==> src/rtl/fpdp_add_arbiter.sv <==
// Round-robin arbiter/sequencer sharing one double-precision adder among
// NREQ requesters. Operands and result pass through bit-exact.
module fpdp_add_arbiter #(
  parameter int NREQ    = 4,
  parameter int TIMEOUT = 64
) (
  input  logic                 clk,
  input  logic                 rset,
  input  logic [NREQ-1:0]      req,
  input  logic [64*NREQ-1:0]   opa,
  input  logic [64*NREQ-1:0]   opb,
  output logic [NREQ-1:0]      gnt,
  output logic [NREQ-1:0]      rsp_valid,
  output logic [63:0]          rsp_z,
  output logic                 rsp_err,
  output logic                 busy,
  output logic [63:0]          add_a,
  output logic [63:0]          add_b,
  output logic                 add_start,
  input  logic                 add_done,
  input  logic [63:0]          add_z
);

  localparam int          IW     = $clog2(NREQ);
  localparam int          TW     = $clog2(TIMEOUT);
  localparam int unsigned NREQ_U = NREQ;

  typedef enum logic [1:0] {IDLE, ISSUE, WAIT, RESP} state_t;

  state_t          state;
  logic [IW-1:0]   last_grant;
  logic [IW-1:0]   idx;
  logic [TW-1:0]   timer;

  logic            win_found;
  logic [IW-1:0]   win_idx;
  logic [IW-1:0]   cand;

  logic [63:0]     opa_w [NREQ];
  logic [63:0]     opb_w [NREQ];

  for (genvar g = 0; g < NREQ; g++) begin : g_unpack
    assign opa_w[g] = opa[64*g +: 64];
    assign opb_w[g] = opb[64*g +: 64];
  end

  function automatic logic [NREQ-1:0] onehot(input logic [IW-1:0] i);
    onehot = {{(NREQ-1){1'b0}}, 1'b1} << i;
  endfunction

  // Round-robin search: first asserted request above last_grant, wrapping.
  always_comb begin
    win_found = 1'b0;
    win_idx   = '0;
    cand      = '0;
    for (int unsigned i = 1; i <= NREQ_U; i++) begin
      cand = IW'((32'(last_grant) + i) % NREQ_U);
      if (!win_found && req[cand]) begin
        win_found = 1'b1;
        win_idx   = cand;
      end
    end
  end

  // Grant pulses in the same IDLE cycle that samples req, so it is the one
  // output decoded from state and the arbitration result.
  always_comb begin
    gnt = '0;
    if (state == IDLE && win_found) gnt = onehot(win_idx);
  end

  // Sequencer: grant/capture, issue start, wait with watchdog, respond.
  always_ff @(posedge clk) begin
    if (rset) begin
      state      <= IDLE;
      last_grant <= IW'(NREQ - 1);
      idx        <= '0;
      timer      <= '0;
      rsp_valid  <= '0;
      rsp_z      <= '0;
      rsp_err    <= 1'b0;
      busy       <= 1'b0;
      add_a      <= '0;
      add_b      <= '0;
      add_start  <= 1'b0;
    end else begin
      add_start <= 1'b0;
      rsp_valid <= '0;
      case (state)
        IDLE: begin
          if (win_found) begin
            add_a     <= opa_w[win_idx];
            add_b     <= opb_w[win_idx];
            idx       <= win_idx;
            add_start <= 1'b1;
            busy      <= 1'b1;
            state     <= ISSUE;
          end
        end
        ISSUE: begin
          timer <= '0;
          state <= WAIT;
        end
        WAIT: begin
          if (add_done) begin
            rsp_z     <= add_z;
            rsp_err   <= 1'b0;
            rsp_valid <= onehot(idx);
            state     <= RESP;
          end else begin
            timer <= timer + 1'b1;
            // Abort on the cycle the count would reach TIMEOUT-1, so the
            // error response lands exactly TIMEOUT cycles after the start.
            if (timer == TW'(TIMEOUT - 2)) begin
              rsp_z     <= '0;
              rsp_err   <= 1'b1;
              rsp_valid <= onehot(idx);
              state     <= RESP;
            end
          end
        end
        RESP: begin
          last_grant <= idx;
          busy       <= 1'b0;
          state      <= IDLE;
        end
        default: state <= IDLE;
      endcase
    end
  end

endmodule

==> config.mk <==
export PLATFORM = sky130hd
export DESIGN_NAME = fpdp_add_arbiter
export DESIGN_NICKNAME = d
export VERILOG_FILES = /design/src/rtl/fpdp_add_arbiter.sv
export SDC_FILE = /design/constraint.sdc
export NUM_CORES = 1
export LEC_CHECK = 0
export BUFFER_PORTS_ARGS = -buffer_cell sky130_fd_sc_hd__buf_2
export CAP_MARGIN = 20
export CORE_AREA = 2 2 308 310
export DETAILED_ROUTE_END_ITERATION = 16
export DIE_AREA = 0 0 310 312
export GPL_TIMING_DRIVEN = 0
export PLACE_DENSITY_LB_ADDON = 0.3
export SLEW_MARGIN = 40
export SYNTH_ARGS = -nofsm -noshare
export SYNTH_HDL_FRONTEND = slang
export SYNTH_SLANG_ARGS = --single-unit
==> constraint.sdc <==
create_clock -name clk -period 2.1 [get_ports clk]
set_input_delay 0.105 -clock clk [delete_from_list [all_inputs] [get_ports clk]]
set_output_delay 0.105 -clock clk [all_outputs]
set_load 0.01 [all_outputs]
======== Yosys cells after proc, flatten, opt, wreduce, memory -nomap -nowiden ========
Index checks and enable logic that the tools add are counted.
W data, S select, Z words.
storage, ports and cells
  output and inout port bits .............. 203
  flip-flop bits (word level) ............. 211
  input bits .............................. 583
  logic and storage cells ................. 89
cells by class
  order comparisons ....................... 5
  $add $sub $neg .......................... 5
  eq/ne operators ......................... 7
  bitwise logic cells ..................... 3
  reduce and logical (&&, ||, !) cells .... 18
  shift operators ......................... 2
  mux-type cells .......................... 38
operators with widths
  operator               number
  $mux W64               6
  $bmux W64 S2           2
  $mux W2                7
  $lt A2 B3 Y1 const B   4
  $mux W1                12
  $mux W4                3
  $pmux W6 S2            1
  $reduce_and A2 Y1      5
  $bmux W1 S2            4
  $pmux W2 S4            1
  $shl A1 B2 Y4 const A  2
  $add A6 B1 Y6 const B  1
  $eq A6 B6 Y1 const B   1
  $mux W6                1
  $reduce_bool A2 Y1     3
  $add A2 B1 Y2 const B  2
  $add A2 B2 Y2 const B  2
  $eq A2 B2 Y1 const B   2
  $logic_and A1 B1 Y1    4
  $ne A2 B2 Y1 const B   2
  $reduce_or A2 Y1       2
  $ge A3 B3 Y1 const B   1
  $logic_not A1 Y1       3
  $ne A3 B3 Y1 const B   1
  other kinds (5)        6

======== Longest topological paths before layout ========
Gate-level depths: netlist (run 1).
  depth in word-level cells ............... 17
  depth in mapped cells ................... 8

======== Least setup slack after synthesis (run 1) ========
No wires, ideal clock.
  path type ............................... register to register
  from .................................... register state[0]
  to ...................................... register rsp_z[10]
  data required time ...................... 2.035 ns
  slack ................................... 0.254 ns
  buffers on the path ..................... 2
  cell stages (with the launch flop) ...... 9
  arrival ................................. 1.781 ns
  cells stage by stage .................... dfxtp_1 inv_1 ha_1 and2_1 clkbuf_1 a21oi_1 clkbuf_1 a22oi_1 nor2_1
on the way
  word-level cells in the longest chain between the ends .. 2
ends and longest elaborated chain
  element                      RTL line  source
  from (decl)                  30        state_t state;
  from (signal assigned)       75        state <= IDLE;
  from (signal assigned)       97        state <= ISSUE;
  from (signal assigned)       102       state <= WAIT;
  $eq A2 B2 Y1                 89        case (state)
  $reduce_and A2 Y1 (no line)  -
  to (signal assigned)         106       rsp_z <= add_z;
  to (decl)                    14        output logic [63:0] rsp_z,
No other way between the ends.
A chain may end at the register's enable or synchronous reset.

======== Worst setup path after layout (run 1) ========
  from .................................... register last_grant[0]
  to ...................................... register add_b[34]
on the way
  word-level cells in the longest chain between the ends .. 17
ends and longest elaborated chain
  element                                       RTL line  source
  from (decl)                                   31        logic [IW-1:0] last_grant;
  from (signal assigned)                        76        last_grant <= IW'(NREQ - 1);
  from (signal assigned)                        123       last_grant <= idx;
  $add A2 B1 Y2                                 57        cand = IW'((32'(last_grant) + i) % NREQ_U);
  $bmux W1 S2                                   58        if (!win_found && req[cand]) begin
  $mux W1 (implied by the code)                 58
  $mux W1                                       58
  $logic_not A1 Y1                              58
  $logic_and A1 B1 Y1                           58
  $mux W1                                       58
  $logic_not A1 Y1                              58
  $logic_and A1 B1 Y1                           58
  $mux W1                                       58
  $logic_not A1 Y1                              58
  $logic_and A1 B1 Y1                           58
  $mux W2                                       58
  $not A2 Y3 (implied by the code)              93        add_b <= opb_w[win_idx];
  $bmux W64 S2                                  93
  $mux W64 (implied by the code) (2 in series)  93
  to (signal assigned)                          93
  to (decl)                                     18        output logic [63:0] add_b,
Several ways; a longest one is shown, not always the timed one. The select of a mux whose other input is x is not followed.

==> flow_summary.yaml, run 1 <==
timing:
  tns_ns: -0.221
  setup_viol: 12
  rsz0062_at_grt: "true"
  worst_pin_slew_ns: 0.779
  fin_ws_ns: -0.0569
  finalHoldViolations: 0
  drv_slew: 0
  slew_headroom_pct: 48.1
  fin_crit_sh_pct: 103
  timing.final.crit_period_ns: 2.16
  fmax_mhz: 464
  fin_skew_ns: 0.00904
global_route:
  grt_pass1_wl_um: 103000
  track_usage_pct: 14.3
  overflow: 0
  antenna_found_initial: 15
  grt_pass1_vias: 15700
  grt_max_degree: 15
detailed_routing:
  drt_iter0_markers: 883
  wirelength_um: 78000
  ant_nets: 0
  drt_first_pass_iters: 5
  drcViolationCount: 0
  wl_per_cell_um: 20.7
  viasPerCell: 3.96
  vias: 14900
synthesis:
  yosys.area.top_type_share_pct: 37.5
  synth_common_cells: "mux2i_1, dfxtp_1, nand2_1, o221ai_2, nor2_1"
  yosysSeqAreaShare_pct: 37.5
  synth-main-ff-cell: "dfxtp_1"
  ys_warn_count: 0
  syn_inst: 1040
  synth_most_common_cell: "mux2i_1"
  synthArstFlopShare_pct: 0
  netlist.top_cell.by_area: "dfxtp_1"
  netlist_area_um2: 11300
  synth_edf_count: 0
  syn-num-nets: 1630
  avgSynthCellArea_um2: 10.8
  synth_seq_cells: 211
  ys_types: 39
  ys_top_cells_by_area: "dfxtp_1, mux2i_1, o221ai_2, nand2_1, a22oi_1"
power_and_ir_drop:
  p_int_mw: 13.4
  p_seq_share_pct: 26.9
  combPwrFrac_pct: 50.7
  pwr-share-clk_pct: 22.5
  p_sw_mw: 8.40
  p_leak_nw: 11.3
  powerDensity_nw_per_um2: 834
  ir_worst_vdd_mv: 0.605
  post-layout-total-power_mw: 21.8
  p_sw_share_pct: 38.6
critical_path:
  crit_slowest_cell: "dfxtp_2"
  path_common_cell: "buf_12"
  critPathLaunchType: "flip-flop"
  required_ns: 2.57
  crit_buf_inv: 6
  worstPathMaxFanout: 10
  cp.arrival_ns: 2.62
  worst_path_dominant_cell_family: "buffers and inverters"
  worstSetupPathType: "flip-flop to flip-flop"
  critical_path.cell_chain: "inv_2, a22o_1, a211oi_2, buf_6, buf_12, buf_12, buf_16, buf_12, mux2i_2, o221ai_2"
  cp-end-kind: "flip-flop"
  critical_path.max_stage_delay_ns: 0.34
clocking:
  h-tree-depth: 1
  clock_latency_ns: 0.59
  cts.sinks: 211
  cts_tree: "built"
  clk_path_buf_depth: 3
  cts-root-buf: "clkbuf_16"
  cts.reportedPaths.clkPinSlew_ns: 0.06
  numCtsBuffers: 28
die:
  die_y_um: 312
  io_pins: 786
  fp.dieW_um: 310
  core_um2: 93000
  row_count: 112
  fp.dieArea_um2: 96700
  start_util_pct: 12.1
final_layout:
  area_delta_synth_final_pct: 132
  final_core_util_pct: 28.1
  drive_gt1_share_pct: 50.9
  nNetsFinal: 3073
  fin_area_um2: 26100
  num-fill-cells: 9640
placement:
  postPlaceCellArea_um2: 16800
  post-dp-hpwl_um: 53200
  io_buffers: 784
  pre_cts_ws_ns: -0.647
  place_congestion: 0.817
min_path:
  holdCritPathClass: "input pin to flip-flop"
status:
  outcome: "finished with violations"
  failed_checks: "negative setup slack"
job:
  drv_cap: 0
## final cells by class
type	instances	area [um2]	share of cell area (%)
timing repair buffer	1415	10600	40.6
multi-input combinational	727	7810	29.9
clock buffer	42	823	3.15
buffer	93	943	3.61
tap	1254	1570	6.01
antenna	7	17.5	0.0671
clock inverter	10	91.3	0.350
inverter	7	26.3	0.101
sequential	211	4230	16.2
## worst register-to-register path, stage by stage (launching register included)
cell      delay [ns]
dfxtp_2         0.34
inv_2           0.04
a22o_1          0.18
a211oi_2        0.20
buf_6           0.14
buf_12          0.15
buf_12          0.17
buf_16          0.16
buf_12          0.20
mux2i_2         0.33
o221ai_2        0.14
## what timing repair did
item | CTS | global route
gates resized for setup | 137 | 247
hold buffers | 579 | 0
setup endpoints to repair | 198 | 189
endpoints found under the hold margin | 200 | 0
cloned | 4 | 15
buffers inserted | 13 | 22
pin swaps | 13 | 52
## metrics by stage
stage	hold slack, ns	std cells
after global routing	0.118	3764
after detailed placement	0.361	3078
after CTS	0.0153	3724
after global placement	0.352	3078
after floorplan	0.268	1040
final	0.0853	3766
## cell usage in the layout (no fill, tap or decap), types with 3 or more instances in the layout
cell type / count
mux2i_2: 63
diode_2: 7
clkbuf_16: 43
clkbuf_4: 6
buf_12: 26
buf_8: 5
buf_16: 7
buf_4: 29
nor2_1: 73
mux2i_4: 101
clkbuf_1: 18
inv_1: 4
nor2b_1: 5
nand2_1: 138
clkbuf_2: 16
clkbuf_8: 10
nand2b_1: 4
buf_6: 17
dfxtp_1: 210
buf_2: 793
inv_2: 3
mux2i_1: 94
nand3_1: 4
a21oi_1: 7
clkinv_2: 6
a22oi_1: 64
nor2_2: 3
o221ai_2: 128
a211oi_1: 4
ha_1: 6
dlygate4sd3_1: 579
## per-layer routing
layer / global-route usage [%] / wire (um) / part of all wire, %
met1: 16.5 / 31100 / 40
met2: 25.5 / 38000 / 49
met3: 3.18 / 5170 / 6.6
met4: 5.93 / 3680 / 4.7
met5: 0 / 27 / 0.035
## logic make-up (layout without fill, tap and decap cells)
kind of cell	Yosys count	count (layout)	synth area share (%)
muxes	259	259	23.0
DFF	211	211	37.5
other	0	7	0
buffers and inverters	102	1567	7.21
AOI/OAI and AO/OA	216	216	22.7
adders and majority gates	7	7	0.777
and+or+nand+nor	245	245	8.81
## registers in the layout (all words and copies together) (netlist names)
register and cells:
rsp_valid 4, state 2, idx 2, add_start 1, rsp_err 1, timer 6
last_grant 2, add_b 64, add_a 64, busy 1, rsp_z 64
## path summary, 6_finish.rpt
path                            depth (start not counted)          start         to  slack [ns]
worst max-delay path                                   10  last_grant[0]  add_b[34]       -0.06
worst min-delay path                                    4         req[3]     idx[0]        0.09
worst min register to register                          2      add_a[45]  add_a[45]        0.46
worst max register to register                         10  last_grant[0]  add_b[34]       -0.06
## power by group through the flow
| stage | logic, mW | registers (mW) | clock network (mW) |
|---|---|---|---|
| after floorplan | 4.11 | 6.22 | 0 |
| after global placement | 8.08 | 5.87 | 0 |
| after detailed placement | 8.08 | 5.87 | 0 |
| after CTS | 9.62 | 5.81 | 5.05 |
| after global routing | 11.7 | 5.96 | 5.17 |
| final | 11.0 | 5.86 | 4.89 |
(Power assumes the default switching activity.)
==> inputs of run 2 (changes only) <==
--- a/config.mk
+++ b/config.mk
@@ -12,6 +12,7 @@
 export DIE_AREA = 0 0 310 312
 export GPL_TIMING_DRIVEN = 0
 export PLACE_DENSITY_LB_ADDON = 0.3
+export RECOVER_POWER = 100
 export SLEW_MARGIN = 40
 export SYNTH_ARGS = -nofsm -noshare
 export SYNTH_HDL_FRONTEND = slang
==> run 2 against run 1 <==
Against the previous run: the run still ends with negative setup slack left; fmax up 0.26%; worst hold slack worse by 0.0031 ns; final cell count barely moved; power shrank 1.0%; clock skew barely moved; largest cell class unchanged; critical endpoint is now add_b[30]; first-iteration DRC count decreased by 3.3%; global-route usage unchanged; setup slack improved by 0.0056 ns; clock-buffer cell count stayed put; register-to-register slack about the same.
==> flow_summary.yaml, run 2 (synthesized netlist as in run 1, its figures left out) <==
status:
  outcome: "finished with violations"
  failed_checks: "negative setup slack"
final_layout:
  layout_commonest_cell: "buf_2"
  stdcell_count: 3769
  area_delta_synth_final_pct: 130
  mostFrequentLayoutCells: "buf_2, dlygate4sd3_1, clkbuf_1, dfxtp_1, nand2_1"
  num-fill-cells: 9738
  largestRegisters: "add_a (64), add_b (64), rsp_z (64)"
  drive_gt1_share_pct: 43.3
  nNetsFinal: 3073
  fin_area_um2: 25900
  final_core_util_pct: 27.8
job:
  drv_cap: 0
critical_path:
  required_ns: 2.57
  cp-startpoint: "last_grant[0]"
  critical_path.max_stage_delay_ns: 0.34
  worst_path_dominant_cell_family: "buffers and inverters"
  ff2ff_setup_slack_ns: -0.05
  critPathLaunchType: "flip-flop"
  crit_cells: 10
  timing.rr.end: "add_b[30]"
  cp-end-kind: "flip-flop"
  worstPathMaxFanout: 10
  crit_buf_inv: 6
  path_common_cell: "buf_12"
  critical_path.cell_chain: "inv_2, a22o_1, a211oi_2, buf_6, buf_12, buf_12, buf_16, buf_12, mux2i_4, o221ai_2"
  crit_slowest_cell: "dfxtp_2"
  r2r-start: "last_grant[0]"
  reg2regPathDepth: 10
  cp.arrival_ns: 2.62
  cp-endpoint: "add_b[30]"
  worstSetupPathType: "flip-flop to flip-flop"
die:
  core_um2: 93000
  die_y_um: 312
  row_count: 112
  fp.dieArea_um2: 96700
  start_util_pct: 12.1
  io_pins: 786
  fp.dieW_um: 310
global_route:
  overflow: 0
  grt_pass1_vias: 15700
  antenna_found_initial: 15
  grt_pass1_wl_um: 103000
  track_usage_pct: 14.3
  grt_max_degree: 15
detailed_routing:
  wl_per_cell_um: 20.7
  ant_nets: 0
  drt_iter0_markers: 854
  vias: 15000
  drcViolationCount: 0
  viasPerCell: 3.98
  drt_first_pass_iters: 5
  wirelength_um: 78000
placement:
  place_congestion: 0.817
  postPlaceCellArea_um2: 16800
  dp_cells: 3078
  io_buffers: 784
  post-dp-hpwl_um: 53200
timing:
  hold-worst-slack_ns: 0.0821
  setup_viol: 12
  finalHoldViolations: 0
  fin_crit_sh_pct: 102
  drv_slew: 0
  rsz0062_at_grt: "true"
  timing.final.crit_period_ns: 2.15
  fin_ws_ns: -0.0513
  fin_skew_ns: 0.00902
  slew_headroom_pct: 48.0
  fmax_mhz: 465
  worst_pin_slew_ns: 0.780
clocking:
  numCtsBuffers: 28
  h-tree-depth: 1
  cts_tree: "built"
  cts-root-buf: "clkbuf_16"
  clk_path_buf_depth: 3
  cts.sinks: 211
  cts.reportedPaths.clkPinSlew_ns: 0.06
  clock_latency_ns: 0.60
min_path:
  holdCritPathClass: "input pin to flip-flop"
power_and_ir_drop:
  p_leak_nw: 10.5
  powerDensity_nw_per_um2: 833
  ir_worst_vdd_mv: 0.602
==> run 2: cell count changes in the layout (fill, tap and decap cells not counted) <==
cell      delta
buf_2      -192
clkbuf_1   +192
diode_2      +3
==> run 2: power by group <==
| group | switching [mW] | total [mW] | leakage [nW] | internal, mW |
|---|---|---|---|---|
| clock | 2.07 | 4.89 | 0.448 | 2.82 |
| sequential | 0.773 | 5.89 | 1.73 | 5.12 |
| combinational | 5.60 | 10.8 | 8.33 | 5.18 |
==> run 2: metrics by stage <==
step	setup WS [ns]	setup TNS (ns)	power (mW)
CTS	-0.143	-1.35	20.5
floorplan	0.254	0	10.3
global route	-0.140	-5.21	22.6
detailed placement	-0.647	-95.24	13.9
finish	-0.0513	-0.248	21.6
global placement	-1.00	-126.55	13.9
==> run 2: how the worst min path moves through the flow <==
stage / startpoint / endpoint / slack [ns] / cells past startpoint
2_1_floorplan: add_z[0] / rsp_z[0] / 0.27 / 2
3_3_place_gp: add_z[54] / rsp_z[54] / 0.35 / 3
3_5_place_dp: add_z[44] / rsp_z[44] / 0.36 / 3
4_1_cts: req[3] / idx[0] / 0.02 / 4
5_1_grt: req[0] / idx[0] / 0.12 / 4
6_report: req[3] / idx[0] / 0.08 / 4
==> run 2: final cells by class <==
type	count	area, um2	area share [%]
Timing Repair Buffer	1415	10400	40.1
Buffer	93	943	3.65
Clock buffer	42	823	3.18
Clock inverter	10	91.3	0.353
Tap cell	1254	1570	6.06
Multi-Input combinational cell	727	7810	30.2
Inverter	7	26.3	0.102
Sequential cell	211	4230	16.3
Antenna cell	10	25.0	0.0967
==> run 2: what timing repair did <==
item                                   CTS  global route
endpoints found under the hold margin  200             0
hold buffers                           579             0
gates resized for setup                137           247
gates cloned                             4            15
buffers inserted                        13            22
pin swaps                               13            52
setup endpoints to repair              198           189
==> run 2: tightest hold or removal path, delay by kind of cell <==
family / cells / cell delay (ns)
buffers and inverters: 1 / 0.14
AND/OR/NAND/NOR: 2 / 0.28
AO/OA/AOI/OAI: 1 / 0.10
==> run 2: layer usage <==
| metal | up-vias | wire [um] | part of all wire (%) | track usage [%] |
|---|---|---|---|---|
| met5 | - | 27 | 0.035 | 0 |
| met4 | 4 | 3680 | 4.7 | 5.93 |
| met3 | 205 | 5460 | 7.0 | 3.18 |
| met2 | 765 | 38000 | 49 | 25.5 |
| met1 | 7165 | 30700 | 39 | 16.5 |
| li1 | 6860 | - | - | - |
==> inputs of run 3 (changes only) <==
--- a/config.mk
+++ b/config.mk
@@ -11,7 +11,7 @@
 export DETAILED_ROUTE_END_ITERATION = 16
 export DIE_AREA = 0 0 310 312
 export GPL_TIMING_DRIVEN = 0
-export PLACE_DENSITY_LB_ADDON = 0.3
+export PLACE_DENSITY_LB_ADDON = 0.08
 export RECOVER_POWER = 100
 export SLEW_MARGIN = 40
 export SYNTH_ARGS = -nofsm -noshare
==> run 3 against run 2 <==
Against the previous run: the flow still finishes with violations (negative setup slack); clock skew up 0.0097 ns; largest power group unchanged; setup slack worse by 0.013 ns; combinational power down 6%.
==> flow_summary.yaml, run 3 (synthesized netlist as in run 1, its figures left out) <==
detailed_routing:
  drt_first_pass_iters: 4
  drt_iter0_markers: 319
  wirelength_um: 75700
  ant_nets: 0
  vias: 14200
  drcViolationCount: 0
  viasPerCell: 3.80
  wl_per_cell_um: 20.3
power_and_ir_drop:
  p_sw_share_pct: 38.9
  p_seq_share_pct: 27.3
  p_int_mw: 12.8
  p_sw_mw: 8.18
  ir_worst_vdd_mv: 0.644
  pwr-share-clk_pct: 24.7
  p_leak_nw: 10.3
  powerDensity_nw_per_um2: 841
  combPwrFrac_pct: 48.1
global_route:
  grt_pass1_vias: 15800
  grt_pass1_wl_um: 103000
  grt_max_degree: 16
  track_usage_pct: 14.5
  overflow: 0
  antenna_found_initial: 12
clocking:
  numCtsBuffers: 31
  cts-root-buf: "clkbuf_16"
  cts.reportedPaths.clkPinSlew_ns: 0.06
  clk_path_buf_depth: 3
  clock_latency_ns: 0.60
  cts_tree: "built"
  h-tree-depth: 1
  cts.sinks: 211
critical_path:
  worstSetupPathType: "flip-flop to flip-flop"
  r2r-start: "last_grant[0]"
  cp-startpoint: "last_grant[0]"
  timing.rr.end: "add_b[38]"
  path_common_cell: "buf_12"
  critical_path.cell_chain: "inv_2, a22o_1, a211oi_2, buf_6, buf_12, buf_12, buf_16, buf_12, buf_12, mux2i_4, o221ai_2"
  cp.arrival_ns: 2.63
  required_ns: 2.56
  ff2ff_setup_slack_ns: -0.06
  reg2regPathDepth: 11
  crit_slowest_cell: "dfxtp_2"
  cp-end-kind: "flip-flop"
  critical_path.max_stage_delay_ns: 0.34
  critPathLaunchType: "flip-flop"
  worstPathMaxFanout: 6
die:
  row_count: 112
  core_um2: 93000
  fp.dieW_um: 310
  io_pins: 786
  start_util_pct: 12.1
  fp.dieArea_um2: 96700
  die_y_um: 312
final_layout:
  area_delta_synth_final_pct: 122
  stdcell_count: 3735
  mostFrequentLayoutCells: "buf_2, dlygate4sd3_1, clkbuf_1"
  layout_commonest_cell: "buf_2"
  largestRegisters: "add_a (64), add_b (64), rsp_z (64)"
  nNetsFinal: 3047
  fin_area_um2: 25000
  drive_gt1_share_pct: 40.4
  num-fill-cells: 10000
timing:
  fin_skew_ns: 0.0187
  fmax_mhz: 462
  rsz0062_at_grt: "true"
  drv_slew: 0
  worst_pin_slew_ns: 0.761
  finalHoldViolations: 0
  slew_headroom_pct: 49.2
  fin_crit_sh_pct: 103
  fin_ws_ns: -0.0639
  timing.final.crit_period_ns: 2.16
  setup_viol: 54
min_path:
  hold_end: "busy"
  hold_depth: 5
  holdCritPathClass: "input pin to flip-flop"
  min_from: "req[0]"
status:
  failed_checks: "negative setup slack"
  outcome: "finished with violations"
placement:
  dp_cells: 3078
  io_buffers: 784
  pre_cts_ws_ns: -0.632
  place_congestion: 0.774
  post-dp-hpwl_um: 56600
  postPlaceCellArea_um2: 16800
job:
  drv_cap: 0
run 3: cell types whose count changed in the layout (fill, tap and decap cells not counted), moves of 5 or more:
cell,before,now
mux2i_4,101,74
buf_4,29,18
buf_6,17,9
clkbuf_1,210,217
clkbuf_16,43,34
buf_8,5,0
mux2i_1,94,138
clkbuf_4,6,13
diode_2,10,5
mux2i_2,63,46
run 3: how the worst max path moves through the flow:
stage | slack (ns) | end
2_1_floorplan | 0.25 | rsp_z[10]
3_3_place_gp | -0.96 | add_a[50]
3_5_place_dp | -0.63 | add_a[10]
4_1_cts | -0.13 | gnt[0]
5_1_grt | -0.15 | add_b[37]
6_report | -0.06 | add_b[38]
run 3: layout make-up:
cell class	count	area, um2	share of cell area (%)
inverter	7	26.3	0.105
tap	1254	1570	6.27
buffer	93	928	3.71
multi-input combinational	727	7410	29.6
clock inverter	6	63.8	0.255
sequential	211	4230	16.9
clock buffer	46	912	3.65
antenna	5	12.5	0.0500
timing repair buffer	1386	9870	39.5
run 3: power groups by stage:
stage / combinational [mW] / sequential, mW / clock, mW
global route: 10.9 / 5.87 / 5.57
CTS: 9.98 / 5.70 / 5.45
floorplan: 4.11 / 6.22 / 0
finish: 10.1 / 5.73 / 5.19
global placement: 8.38 / 5.75 / 0
detailed placement: 8.37 / 5.77 / 0
run 3: worst max-delay path: cells and delay by family, from the launching register on:
family	cells	cell delay (ns)
buffers and inverters	7	0.92
flip-flops	1	0.34
AO/OA/AOI/OAI	3	0.49
multiplexers	1	0.26
run 3: stage by stage:
step / power [mW] / setup TNS, ns / hold slack (ns) / utilization (%)
6_report: 21.0 / -1.18 / 0.166 / 26.9
5_1_grt: 22.3 / -16.05 / 0.170 / 26.9
4_1_cts: 21.1 / -7.47 / 0.0708 / 26.2
3_5_place_dp: 14.1 / -75.10 / 0.360 / 18.0
3_3_place_gp: 14.1 / -94.18 / 0.351 / 18.0
2_1_floorplan: 10.3 / 0 / 0.268 / -
run 3: layer usage:
| metal | vias up | track usage [%] | routed length [um] |
|---|---|---|---|
| li1 | 6788 | - | - |
| met1 | 6720 | 14.9 | 27900 |
| met2 | 538 | 27.7 | 39700 |
| met3 | 135 | 3.74 | 5100 |
| met4 | 6 | 5.43 | 2970 |
| met5 | - | 0 | 34 |
run 3: what timing repair did:
item | CTS | global route
hold endpoints to repair | 198 | 0
gates resized for setup | 154 | 145
cloned | 2 | 3
setup endpoints to repair | 194 | 177
hold buffers | 579 | 0
buffers inserted | 13 | 6
pin swaps | 8 | 11
